$ cat src/rtl/mario_wavrom_arbiter.sv
// mario_wavrom_arbiter
//   Shares the single-port analogue wave ROM between the three sample voices
//   (0 = Mario run, 1 = Luigi run, 2 = skid). One read request is granted
//   per cycle and the ROM port is driven from that grant. The returned byte
//   is routed back to the voice that issued the read. While a ROM download
//   write is in progress, no new read is issued.
//
//   Build option: define WAVROM_FIXED_PRIO_EN to select fixed priority
//   (skid > Mario > Luigi). The default build uses round-robin arbitration.
//
// Ports
//   I_CLK_48M   in   1   system clock, rising edge
//   I_RESET     in   1   synchronous reset, active high
//   I_DLWR      in   1   ROM download write strobe, blocks new read issues
//   I_REQ       in   3   per-voice read request (level)
//   I_ADDR0..2  in   AW  per-voice read address
//   O_ACK       out  3   one-hot grant pulse
//   O_ROM_ADDR  out  AW  ROM read address
//   O_ROM_RD    out  1   ROM read enable
//   I_ROM_DATA  in   DW  ROM read data, ROM_LAT cycles after O_ROM_RD
//   O_DATA      out  DW  returned sample byte (holds when O_VALID = 0)
//   O_VALID     out  3   one-hot owner of O_DATA this cycle
//   O_BUSY      out  1   reads in flight
module mario_wavrom_arbiter #(
  parameter int AW      = 13,
  parameter int DW      = 8,
  parameter int ROM_LAT = 1
) (
  input  logic          I_CLK_48M,
  input  logic          I_RESET,
  input  logic          I_DLWR,
  input  logic [2:0]    I_REQ,
  input  logic [AW-1:0] I_ADDR0,
  input  logic [AW-1:0] I_ADDR1,
  input  logic [AW-1:0] I_ADDR2,
  output logic [2:0]    O_ACK,
  output logic [AW-1:0] O_ROM_ADDR,
  output logic          O_ROM_RD,
  input  logic [DW-1:0] I_ROM_DATA,
  output logic [DW-1:0] O_DATA,
  output logic [2:0]    O_VALID,
  output logic          O_BUSY
);

  logic [2:0]              ack_r;
  logic                    rd_r;
  logic [AW-1:0]           addr_r;
  logic [DW-1:0]           data_r;
  logic [2:0]              valid_r;
  logic                    busy_r;
  // Tag stage 0 runs alongside O_ROM_RD; stage ROM_LAT lines up with I_ROM_DATA.
  logic [ROM_LAT:0]        tag_vld_r;
  logic [ROM_LAT:0][1:0]   tag_id_r;

  logic [2:0]              eligible_s;
  logic                    grant_s;
  logic [1:0]              win_s;
  logic [AW-1:0]           win_addr_s;
  logic [ROM_LAT:0]        tag_vld_next_s;
  logic [ROM_LAT:0][1:0]   tag_id_next_s;

  // The voice just acked may still hold its request this cycle, so it is masked out.
  assign eligible_s = I_REQ & ~ack_r & {3{~I_DLWR}};

`ifdef WAVROM_FIXED_PRIO_EN
  // Fixed-priority winner selection: skid, then Mario, then Luigi.
  always_comb begin
    grant_s = 1'b0;
    win_s   = 2'd0;
    if (eligible_s[2]) begin
      grant_s = 1'b1;
      win_s   = 2'd2;
    end else if (eligible_s[0]) begin
      grant_s = 1'b1;
      win_s   = 2'd0;
    end else if (eligible_s[1]) begin
      grant_s = 1'b1;
      win_s   = 2'd1;
    end else begin
      grant_s = 1'b0;
      win_s   = 2'd0;
    end
  end
`else
  logic [1:0] ptr_r;
  logic [1:0] cand0_s;
  logic [1:0] cand1_s;

  function automatic logic [1:0] next_voice(input logic [1:0] id);
    case (id)
      2'd0:    next_voice = 2'd1;
      2'd1:    next_voice = 2'd2;
      2'd2:    next_voice = 2'd0;
      default: next_voice = 2'd0;
    endcase
  endfunction

  assign cand0_s = next_voice(ptr_r);
  assign cand1_s = next_voice(cand0_s);

  // Round-robin winner selection, starting at the voice after the last winner.
  always_comb begin
    grant_s = 1'b0;
    win_s   = 2'd0;
    if (eligible_s[cand0_s]) begin
      grant_s = 1'b1;
      win_s   = cand0_s;
    end else if (eligible_s[cand1_s]) begin
      grant_s = 1'b1;
      win_s   = cand1_s;
    end else if (eligible_s[ptr_r]) begin
      grant_s = 1'b1;
      win_s   = ptr_r;
    end else begin
      grant_s = 1'b0;
      win_s   = 2'd0;
    end
  end

  // Last-winner pointer; reset to 2 so voice 0 is searched first.
  always_ff @(posedge I_CLK_48M) begin
    if (I_RESET) begin
      ptr_r <= 2'd2;
    end else if (grant_s) begin
      ptr_r <= win_s;
    end
  end
`endif

  // Address of the winning voice.
  always_comb begin
    win_addr_s = I_ADDR0;
    case (win_s)
      2'd0:    win_addr_s = I_ADDR0;
      2'd1:    win_addr_s = I_ADDR1;
      2'd2:    win_addr_s = I_ADDR2;
      default: win_addr_s = I_ADDR0;
    endcase
  end

  // Next contents of the in-flight tag shift register.
  always_comb begin
    tag_vld_next_s = {tag_vld_r[ROM_LAT-1:0], grant_s};
    tag_id_next_s  = {tag_id_r[ROM_LAT-1:0], win_s};
  end

  // Grant, ROM port, tag pipeline and return-path registers.
  always_ff @(posedge I_CLK_48M) begin
    if (I_RESET) begin
      ack_r     <= 3'b000;
      rd_r      <= 1'b0;
      addr_r    <= {AW{1'b0}};
      tag_vld_r <= {(ROM_LAT+1){1'b0}};
      tag_id_r  <= {(2*(ROM_LAT+1)){1'b0}};
      data_r    <= {DW{1'b0}};
      valid_r   <= 3'b000;
      busy_r    <= 1'b0;
    end else begin
      ack_r     <= grant_s ? (3'b001 << win_s) : 3'b000;
      rd_r      <= grant_s;
      if (grant_s) begin
        addr_r <= win_addr_s;
      end
      tag_vld_r <= tag_vld_next_s;
      tag_id_r  <= tag_id_next_s;
      if (tag_vld_r[ROM_LAT]) begin
        data_r  <= I_ROM_DATA;
        valid_r <= 3'b001 << tag_id_r[ROM_LAT];
      end else begin
        valid_r <= 3'b000;
      end
      // Stage 0 valid equals O_ROM_RD, so this covers both.
      busy_r    <= |tag_vld_next_s;
    end
  end

  assign O_ACK      = ack_r;
  assign O_ROM_RD   = rd_r;
  assign O_ROM_ADDR = addr_r;
  assign O_DATA     = data_r;
  assign O_VALID    = valid_r;
  assign O_BUSY     = busy_r;

endmodule

$ cat config.mk
export PLATFORM = sky130hd
export DESIGN_NAME = mario_wavrom_arbiter
export DESIGN_NICKNAME = d
export VERILOG_FILES = /design/src/rtl/mario_wavrom_arbiter.sv
export SDC_FILE = /design/constraint.sdc
export NUM_CORES = 1
export LEC_CHECK = 0
export CORE_AREA = 4 4 67 69
export DETAILED_ROUTE_END_ITERATION = 10
export DIE_AREA = 0 0 71 73
export PLACE_DENSITY = 0.85
export SETUP_SLACK_MARGIN = 0.2
export SYNTH_ARGS = -nofsm -noshare
export SYNTH_HDL_FRONTEND = slang
export SYNTH_SLANG_ARGS = --single-unit
export TNS_END_PERCENT = 30
$ cat constraint.sdc
create_clock -name I_CLK_48M -period 6.9 [get_ports I_CLK_48M]
set_input_delay 2.07 -clock I_CLK_48M [delete_from_list [all_inputs] [get_ports I_CLK_48M]]
set_output_delay 2.07 -clock I_CLK_48M [all_outputs]
set_load 0.01 [all_outputs]
* Yosys cells after proc, flatten, opt, wreduce, memory -nomap -nowiden *
Cells that the tools add are included.

storage, ports and cells
  flip-flop bits (word level) = 37
  bits of input ports = 53
  output and inout bits = 29

operators by class
  order comparisons = 3
  equality and inequality tests = 4
  shift operators = 2
  muxes and demuxes = 15
  bitwise operators = 6
  reductions and logical operators = 5

operators by type and width
  kind                 number
  $pmux 13 s2          1
  $lt 2x3->1 const B   3
  $pmux 2 s2           2
  $and 3x3->3          2
  $bmux 1 s2           3
  $eq 2x1->1 const B   3
  $mux 1               6
  $mux 2               3
  $reduce_or 2->1      3
  $shl 1x2->3 const A  2
  $logic_not 2->1      2
  $not 1->1            3
  $not 3->3            1
  $eq 2x2->1 const B   1

* Longest topological paths before layout *
Gate-level depths: netlist of the first run.

  depth in word-level cells = 10
  gate-level depth with buffers = 12

* Least setup slack after synthesis of the first run *
Ideal clock, no wire load.

  path kind = input to register
  start point = input I_REQ[2]
  end point = register addr_r[10], in the netlist O_ROM_ADDR[10]
  setup time = 0.070 ns
  arrival time = 3.584 ns
  path slack = 3.245 ns
  stages = 9
  cells stage by stage = or3b_1 > a21oi_2 > nand2b_4 > ha_1 > buf_2 > clkbuf_1 > o21ai_0 > o21ai_0 > a21oi_1

between the ends
  longest elaborated chain between the ends = 9
  elaborated cells between the ends (all ways) = 17
  those cells by class = 2 x eq/ne; 13 x mux; 2 x bitwise

RTL lines
  element                                   RTL line  RTL
  start, declared                           32        input logic [2:0] I_REQ,
  $and 3x3->3 * (2 in a row)                63        assign eligible_s = I_REQ & ~ack_r & {3{~I_DLWR}};
  $bmux 1 s2                                111       end else if (eligible_s[ptr_r]) begin
  $mux 1 (implied by the code)              111
  $mux 2                                    111
  $mux 2                                    108       end else if (eligible_s[cand1_s]) begin
  $mux 2                                    105       if (eligible_s[cand0_s]) begin
  $eq 2x2->1 or $eq 2x1->1 (tied branches)  133       case (win_s)
  $pmux 13 s2                               133
  end signal, assigned                      152       addr_r <= {AW{1'b0}};
  end signal, assigned                      162       addr_r <= win_addr_s;
  end, declared                             47        logic [AW-1:0] addr_r;

Mark *: on every way between the ends. The rest lies on a longest branch, timed or not. The select of a mux whose other input is x is not followed.
A chain may end at the register's enable or synchronous reset.

==> results of run 1 <==
-- worst max-delay path: stages --
cell             delay [ps]
clkdlybuf4s50_1         590
nor3b_1                 250
o21ai_0                 110
nand3_1                 170
inv_1                    60
ha_1                    680
nand2_1                  90
o21ai_0                 110
o21ai_0                 120
a21oi_1                 160
-- final cells by class --
cell class | count | area, um2
Fill cell | 376 | 1400
Tap cell | 50 | 62.6
Multi-Input combinational cell | 132 | 808
Timing Repair Buffer | 82 | 818
Sequential cell | 36 | 721
Inverter | 4 | 15.0
Clock buffer | 8 | 90.1
-- cell usage after synthesis, drive strengths merged --
master and number:
inv 4, nor2 18, a211oi 2, clkbuf 5, nand2 13, a21oi 17, nor3b 1, ha 2
a21o 1, nor4b 1, mux2i 8, or2 1, dfxtp 36, nor4bb 2, o21ai 27, a311o 1
nand3 14, buf 10, nor4 1, nor3 1, a22oi 13, a211o 1, nand2b 4, or3b 1
nor2b 3
-- flip-flops by register name, summed over array words and instances (netlist names) --
| register | flops |
|---|---|
| O_DATA | 8 |
| ptr_r | 2 |
| O_ROM_ADDR | 13 |
| O_ACK | 3 |
| tag_id_next_s | 2 |
| tag_id_r | 2 |
| tag_vld_r | 2 |
| O_BUSY | 1 |
| O_VALID | 3 |
-- metrics by stage --
step	cell area (um2)	utilization [%]	setup WS (ps)	std cells
after CTS	2510	64.3	2700	312
after global routing	2510	64.3	2340	312
after global placement	2420	62.0	2500	304
after floorplan	1620	-	3250	187
after detailed placement	2420	62.0	2430	304
final	2510	64.3	2690	312
-- how the worst min path moves through the flow --
stage          cells after the start  slack [ps]              from     endpoint
2_1_floorplan                      1         410       tag_id_r[2]   O_VALID[2]
3_3_place_gp                       1         420  tag_id_next_s[2]  tag_id_r[2]
3_5_place_dp                       1         430  tag_id_next_s[2]  tag_id_r[2]
4_1_cts                            1         440  tag_id_next_s[2]  tag_id_r[2]
5_1_grt                            1         460  tag_id_next_s[2]  tag_id_r[2]
6_report                           1         440  tag_id_next_s[2]  tag_id_r[2]
-- layer usage --
metal | GRT usage (%) | wire, um | share of wire [%]
met5 | 0 | 0 | 0
met4 | 5.43 | 21 | 0.50
met3 | 5.10 | 368 | 8.8
met2 | 28.1 | 2090 | 50
met1 | 18.1 | 1720 | 41
-- report_power, final --
| part | switching [uW] | internal, uW |
|---|---|---|
| clock network | 66.3 | 81.4 |
| registers | 8.44 | 220 |
| logic | 46.1 | 62.6 |
-- cell families (layout without fill, tap and decap cells) --
kind of cell | count (synthesis) | after routing | share of synthesized area [%]
compound gates | 62 | 62 | 23.5
fa+ha+maj | 2 | 2 | 1.54
buf+inv | 19 | 94 | 5.71
flops | 36 | 36 | 44.4
mux | 8 | 8 | 4.94
simple gates | 60 | 60 | 19.9
==> metrics, run 1 <==
worst r2r src=ptr_r[1]; setup TNS=0 ps; Power Total=484 uW; Yosys reg bits=36; Leak Pwr=between 0.0009 and 0.001 uW; total core area=0.00391 mm2; period utilization=61.1%; Hold Path Class=flop to flop; io pins=82; largest net degree at the start of global routing=37; cell count after synthesis=~190; CTS Buffer Depth=2; Yosys top cell area share=44.4%; Final #Nets=roughly 320; Final Hold Viols=0; Inserted Clock Buffers=5; RePlAce Congestion=roughly 0.9; maximum clock rate=~240 MHz; register area share after synthesis=roughly 44%; synth top area cells=dfxtp_1 44%, o21ai_0 6.5%, a22oi_1 6.0%; RSZ-0062 raised after global routing=false; initial antenna violation count=0; post-synthesis cell type count=30; end of the critical path=O_ROM_ADDR[7]; Crit Path Class=primary input to flop; Post-Syn Area=roughly 0.0016 mm2; Post-DRT Antenna Nets=0; initial core utilization=about two fifths; Setup violations, final=0; CTS tree=built; status=finished, final reports clean; diode count=0; share of layout cells above drive strength 1=~6%; reg-to-reg setup timing slack=roughly 4600 ps; clock-pin slew on the worst setup and hold paths=approximately 70 ps; Worst Tran Pin Value=roughly 660 ps; Hold Slack=approximately 440 ps; CP Capture Type=flop; Vias/cell=between 5 and 6; die area=0.00518 mm2; Max Slew Vio Count=0; clk sinks=36; WP data arrival=roughly 4400 ps; DIE WIDTH=71 um; syn_nets=approximately 240; critical path startpoint category=primary input; Pre-antenna DRT Iters=6; area grow syn2layout=55.1%; critical path required time=around 7100 ps; Worst VDD drop=0.115 mV; MaxCap Viol Count=0; gr usage total=15.9%; Setup crit start=I_DLWR; post-cts sizing count=0; most area-hungry cell type in the Yosys netlist=dfxtp_1; DRC violations left=0; post-DP HPWL=about 3.2 mm; RR Endpoint=O_ROM_ADDR[8]; pwr/cell area=slightly below 200 mW/mm2; hold-fix buffers at CTS=0; die height=around 73 um; commonest non-fill, non-tap cell in the layout=clkdlybuf4s50_1; clk_skew=around 8 ps; Crit Path Max Fanout=26; clk root buf=clkbuf_8; # rows=23; drt wl/cell=13.4 um; min cycle time layout=between 4000 and 5000 ps; postcts setup bufs=0; global-route wire length before repair=about 6.7 mm; Worst R2R Path Depth=8; WL final=approximately 4.2 mm; Mean Syn Cell Area=8.67 um2; commonest cells after routing, fill and taps aside=81 x clkdlybuf4s50_1, 36 x dfxtp_1, 21 x o21ai_0; htree depth=2; Vias=between 1500 and 2000; warnings from Yosys=0; Initial DRC Count=84; clk_lat worst skew=270 ps; IO buf count=81; Slew HR=about 56%; GRT overflow=0; vias in the first global route=roughly 1500
Note: power is estimated with default switching activity, not from simulation.
==> run 2: changes to the inputs <==
--- a/config.mk
+++ b/config.mk
@@ -5,10 +5,10 @@
 export SDC_FILE = /design/constraint.sdc
 export NUM_CORES = 1
 export LEC_CHECK = 0
-export CORE_AREA = 4 4 67 69
+export CORE_AREA = 4 4 73 75
 export DETAILED_ROUTE_END_ITERATION = 10
-export DIE_AREA = 0 0 71 73
-export PLACE_DENSITY = 0.85
+export DIE_AREA = 0 0 77 79
+export PLACE_DENSITY = 0.76
 export SETUP_SLACK_MARGIN = 0.2
 export SYNTH_ARGS = -nofsm -noshare
 export SYNTH_HDL_FRONTEND = slang
==> constraint.sdc (replaced) <==
create_clock -name I_CLK_48M -period 3.45 [get_ports I_CLK_48M]
set_input_delay 1.035 -clock I_CLK_48M [delete_from_list [all_inputs] [get_ports I_CLK_48M]]
set_output_delay 1.035 -clock I_CLK_48M [all_outputs]
set_load 0.01 [all_outputs]
==> run 2 against run 1 <==
Against the previous run: worst setup slack worse by 2300 ps; largest cell class unchanged; register-to-register slack worse by 3300 ps; final area increased by 2.7%; utilization fell by 8.8 points; routed wire length grew 4.1%; cell count is 2.6% higher; via count shrank 1.7%.
==> metrics, run 2 (synthesized netlist as in run 1, its figures left out) <==
area grow syn2layout=59.3%; share of layout cells above drive strength 1=approximately 8.3%; post-layout util=between 50% and 60%; CTS tree=built; Post-DRT Antenna Nets=0; global-route wire length before repair=7.02 mm; clk sinks=36; post-cts sizing count=0; Initial DRC Count=48; clock-pin slew on the worst setup and hold paths=around 70 ps; commonest non-fill, non-tap cell in the layout=clkdlybuf4s50_1; RSZ-0062 raised after global routing=false; post-DP HPWL=about 3.2 mm; Final Hold Viols=0; Setup crit start=I_REQ[2]; DP Area=about 0.0025 mm2; MaxCap Viol Count=0; drt wl/cell=approximately 14 um; Inserted Clock Buffers=5; CP Capture Type=flop; clk_lat worst skew=about 280 ps; fillcell total=440; maximum clock rate=329 MHz; RR Endpoint=O_ROM_ADDR[1]; worst-path cell chain=clkdlybuf4s50_1 > or3b_1 > a21oi_2 > nand2b_4 > inv_1 > ha_1 > a22oi_1 > o21ai_0 > o21ai_0 > a21oi_1; postcts setup bufs=0; initial core utilization=34.8%; vias in the first global route=approximately 1500; initial antenna violation count=0; io pins=82; reg-to-reg setup timing slack=1290 ps; IO buf count=81; Leak Pwr=approximately 0.00096 uW; critical path required time=between 3000 and 4000 ps; Pre-antenna DRT Iters=4; diode count=0; CP max stage cell=clkdlybuf4s50_1; Crit Path Class=primary input to flop; Max Slew Vio Count=0; WP data arrival=about 3200 ps; pwr/cell area=a little over 400 mW/mm2; htree depth=2; CP peak stage delay=roughly 530 ps; min cycle time layout=a little over 3000 ps; hold-fix buffers at CTS=0; period utilization=a little under 90%; commonest cells after routing, fill and taps aside=81 x clkdlybuf4s50_1, 36 x dfxtp_1, 21 x o21ai_0; Final #Nets=between 300 and 400; Hold Crit Endpoint=O_VALID[0]; Slew HR=approximately three fifths; Hold Path Class=flop to flop; largest net degree at the start of global routing=27; GRT overflow=0; RePlAce Congestion=roughly 0.76; status=finished, final reports clean; max reg flops=13; # rows=25; clk_skew=between 6 and 7 ps; clk root buf=clkbuf_8; worst r2r src=ptr_r[1]; CTS Buffer Depth=2; DRC violations left=0; DIE WIDTH=77 um; Vias/cell=about 5; Worst R2R Path Depth=9; critical path startpoint category=primary input; hold path startpoint=tag_id_r[3]; Finished Cell Area=roughly 0.0026 mm2; Worst Tran Pin Value=roughly 630 ps; Crit path top cell by count=o21ai_0; setup TNS=0 ps; Setup violations, final=0; die area=between 0.006 and 0.007 mm2; gr usage total=between 10% and 20%; Worst VDD drop=~0.2 mV; Crit Path Max Fanout=13; WL final=~4.4 mm; die height=slightly below 80 um; total core area=roughly 0.0047 mm2; Power Total=roughly 1000 uW; Vias=roughly 1600; WHS Path Cells=1
-- run 2: cell count changes in the layout (fill, tap and decap cells not counted) --
cell	change
clkinv_2	+1
clkbuf_1	-2
buf_12	+1
buf_4	+3
clkinvlp_4	+1
clkbuf_8	-1
bufinv_16	+1
-- run 2: worst max-delay path by stage --
stage	to	slack, ps
after floorplan	O_ROM_ADDR[10]	830
after global placement	O_ROM_ADDR[1]	170
after detailed placement	O_ROM_ADDR[1]	130
after CTS	O_ROM_ADDR[1]	430
after global routing	O_ROM_ADDR[10]	250
final	O_ROM_ADDR[1]	410
-- run 2: metal layers --
layer  up-vias  routed length [um]  global-route usage (%)
li1        814                   -                       -
met2        63                2070                    25.6
met4         0                  29                    5.34
met5         -                   0                       0
met3         2                 381                    3.85
met1       717                1890                    16.4
-- run 2: layout make-up --
class / instances / area, um2 / area share [%]
clock buffer: 5 / 68.8 / 2.66
timing repair buffer: 86 / 861 / 33.3
clock inverter: 3 / 42.5 / 1.65
tap: 54 / 67.6 / 2.62
multi-input combinational: 132 / 808 / 31.3
inverter: 4 / 15.0 / 0.581
sequential: 36 / 721 / 27.9
-- run 2: power by group --
group / internal (uW) / leakage (uW) / total [uW] / switching (uW)
Clock: 214 / 0.0000541 / 362 / 148
Combinational: 132 / 0.000607 / 227 / 94.7
Sequential: 439 / 0.000294 / 455 / 16.3
-- run 2: through the flow --
stage                     setup WS [ps]  hold slack, ps  std cells
after detailed placement            130             427        312
after global placement              166             425        312
after global routing                248             454        320
after CTS                           426             434        320
final                               414             439        320
after floorplan                     830             413        187
-- run 2: critical path: cells and delay by family --
kind,cells,cell delay [ps]
compound gates,5,690
buf+inv,2,570
simple gates,2,540
fa+ha+maj,1,350
==> run 3: changes to the inputs <==
--- a/config.mk
+++ b/config.mk
@@ -5,9 +5,10 @@
 export SDC_FILE = /design/constraint.sdc
 export NUM_CORES = 1
 export LEC_CHECK = 0
-export CORE_AREA = 4 4 73 75
+export CORE_AREA = 5 5 74 76
+export CTS_CLUSTER_SIZE = 24
 export DETAILED_ROUTE_END_ITERATION = 10
-export DIE_AREA = 0 0 77 79
+export DIE_AREA = 0 0 79 81
 export PLACE_DENSITY = 0.76
 export SETUP_SLACK_MARGIN = 0.2
 export SYNTH_ARGS = -nofsm -noshare
==> run 3 against run 2 <==
Against the previous run: clock skew shrank 1.8 ps; clock power shrank 25%; worst setup slack better by 12 ps; critical path depth unchanged; cell count stayed put; sequential share of layout area rose by 0.29 points; critical path type unchanged; largest cell class unchanged; highest routed layer unchanged.
==> metrics, run 3 (synthesized netlist as in run 1, its figures left out) <==
diode count=0; Hold Slack=441 ps; pwr/cell area=~370 mW/mm2; global-route wire length before repair=6.85 mm; CP Capture Type=flop; DIE WIDTH=just under 80 um; clk_lat worst skew=about 280 ps; period utilization=87.6%; Max Slew Vio Count=0; Crit Path Max Fanout=13; GRT met3 Usage=between 3 and 4%; WP data arrival=between 3000 and 4000 ps; Vias=between 1500 and 2000; area grow syn2layout=57.7%; Power Total=approximately 960 uW; die height=81 um; total core area=0.00466 mm2; vias in the first global route=between 1500 and 2000; Slew HR=48.2%; clk sinks=36; critical path startpoint category=primary input; RePlAce Congestion=0.752; htree depth=2; met1 Use GR=15.6%; max reg flops=13; clock-pin slew on the worst setup and hold paths=70 ps; min cycle time layout=3020 ps; die area=about 0.0064 mm2; Worst VDD drop=between 0.1 and 0.15 mV; Final #Nets=between 300 and 400; DRC violations left=0; GRT busiest layer=met2; # rows=25; post-DP HPWL=approximately 3.3 mm; Leak Pwr=roughly 0.00095 uW; CTS tree=built; CP peak stage delay=520 ps; setup TNS=0 ps; commonest non-fill, non-tap cell in the layout=clkdlybuf4s50_1; Worst Tran Pin Value=a little under 800 ps; Final Hold Viols=0; share of layout cells above drive strength 1=around 7.9%; Hold Path Class=flop to flop; CTS Buffer Depth=2; postcts setup bufs=0; clk root buf=clkbuf_8; drt wl/cell=about 14 um; io pins=82; CP max stage cell=clkdlybuf4s50_1; Post-DRT Antenna Nets=0; Setup violations, final=0; maximum clock rate=331 MHz; Pre-antenna DRT Iters=4; hold-fix buffers at CTS=0; largest net degree at the start of global routing=27; critical path required time=between 3000 and 4000 ps; post-cts sizing count=0; RSZ-0062 raised after global routing=false; initial antenna violation count=0; clk_skew=around 5.0 ps; IO buf count=81; commonest cells after routing, fill and taps aside=81 x clkdlybuf4s50_1, 36 x dfxtp_1, 21 x o21ai_0; initial core utilization=roughly a third; Layout Cells excl Fill=320; status=finished, final reports clean; Initial DRC Count=43; routing usage on met2=between 20 and 25%; worst-path cell chain=clkdlybuf4s50_1 > or3b_1 > a21oi_2 > nand2b_4 > inv_1 > ha_1 > a22oi_1 > o21ai_0 > o21ai_1 > a21oi_1; gr usage total=about an eighth; WL final=approximately 4.3 mm; Vias/cell=4.96; GRT overflow=0; placed instance count=around 310; Crit Path Class=primary input to flop; Inserted Clock Buffers=5; MaxCap Viol Count=0
## run 3: cell types whose count changed in the layout (fill, tap and decap cells not counted), sizes merged
cell,previous run,this run
clkinvlp,1,0
clkbuf,5,6
buf,5,6
bufinv,1,0
## run 3: per-layer routing
metal  up-vias  part of all wire, %
li1        815                    -
met1       709                   43
met2        60                   47
met3         4                  9.6
met4         0                  1.2
met5         -                    0
## run 3: final cells by class
class / count / area (um2)
Timing Repair Buffer: 87 / 868
Multi-Input combinational cell: 132 / 808
Inverter: 4 / 15.0
Sequential cell: 36 / 721
Tap cell: 54 / 67.6
Fill cell: 443 / 2100
Clock inverter: 1 / 5.00
Clock buffer: 6 / 72.6
## run 3: critical path, delay by kind of cell
kind	cells	cell delay, ps
AOI/OAI and AO/OA	5	660
adders and majority gates	1	350
and+or+nand+nor	2	540
buffers and inverters	2	570
## run 3: final timing paths
kind / startpoint / endpoint / slack, ps / cells after the start
worst max-delay path: I_REQ[2] / O_ROM_ADDR[6] / 430 / 10
worst min-delay path: tag_id_next_s[3] / tag_id_r[3] / 440 / 1
worst max register to register: ptr_r[1] / O_ROM_ADDR[6] / 1270 / 9
worst min register to register: tag_id_next_s[3] / tag_id_r[3] / 440 / 1
## run 3: per-stage QoR
stage | area, um2 | util (%) | worst slack (ps)
floorplan | 1620 | - | 830
global placement | 2480 | 53.2 | 184
detailed placement | 2480 | 53.2 | 135
CTS | 2560 | 54.9 | 407
global route | 2560 | 54.9 | 297
finish | 2560 | 54.9 | 426
## run 3: power by group
group | total [uW] | switching (uW) | internal, uW
Clock | 273 | 136 | 137
Combinational | 228 | 95.3 | 133
Sequential | 456 | 16.8 | 439
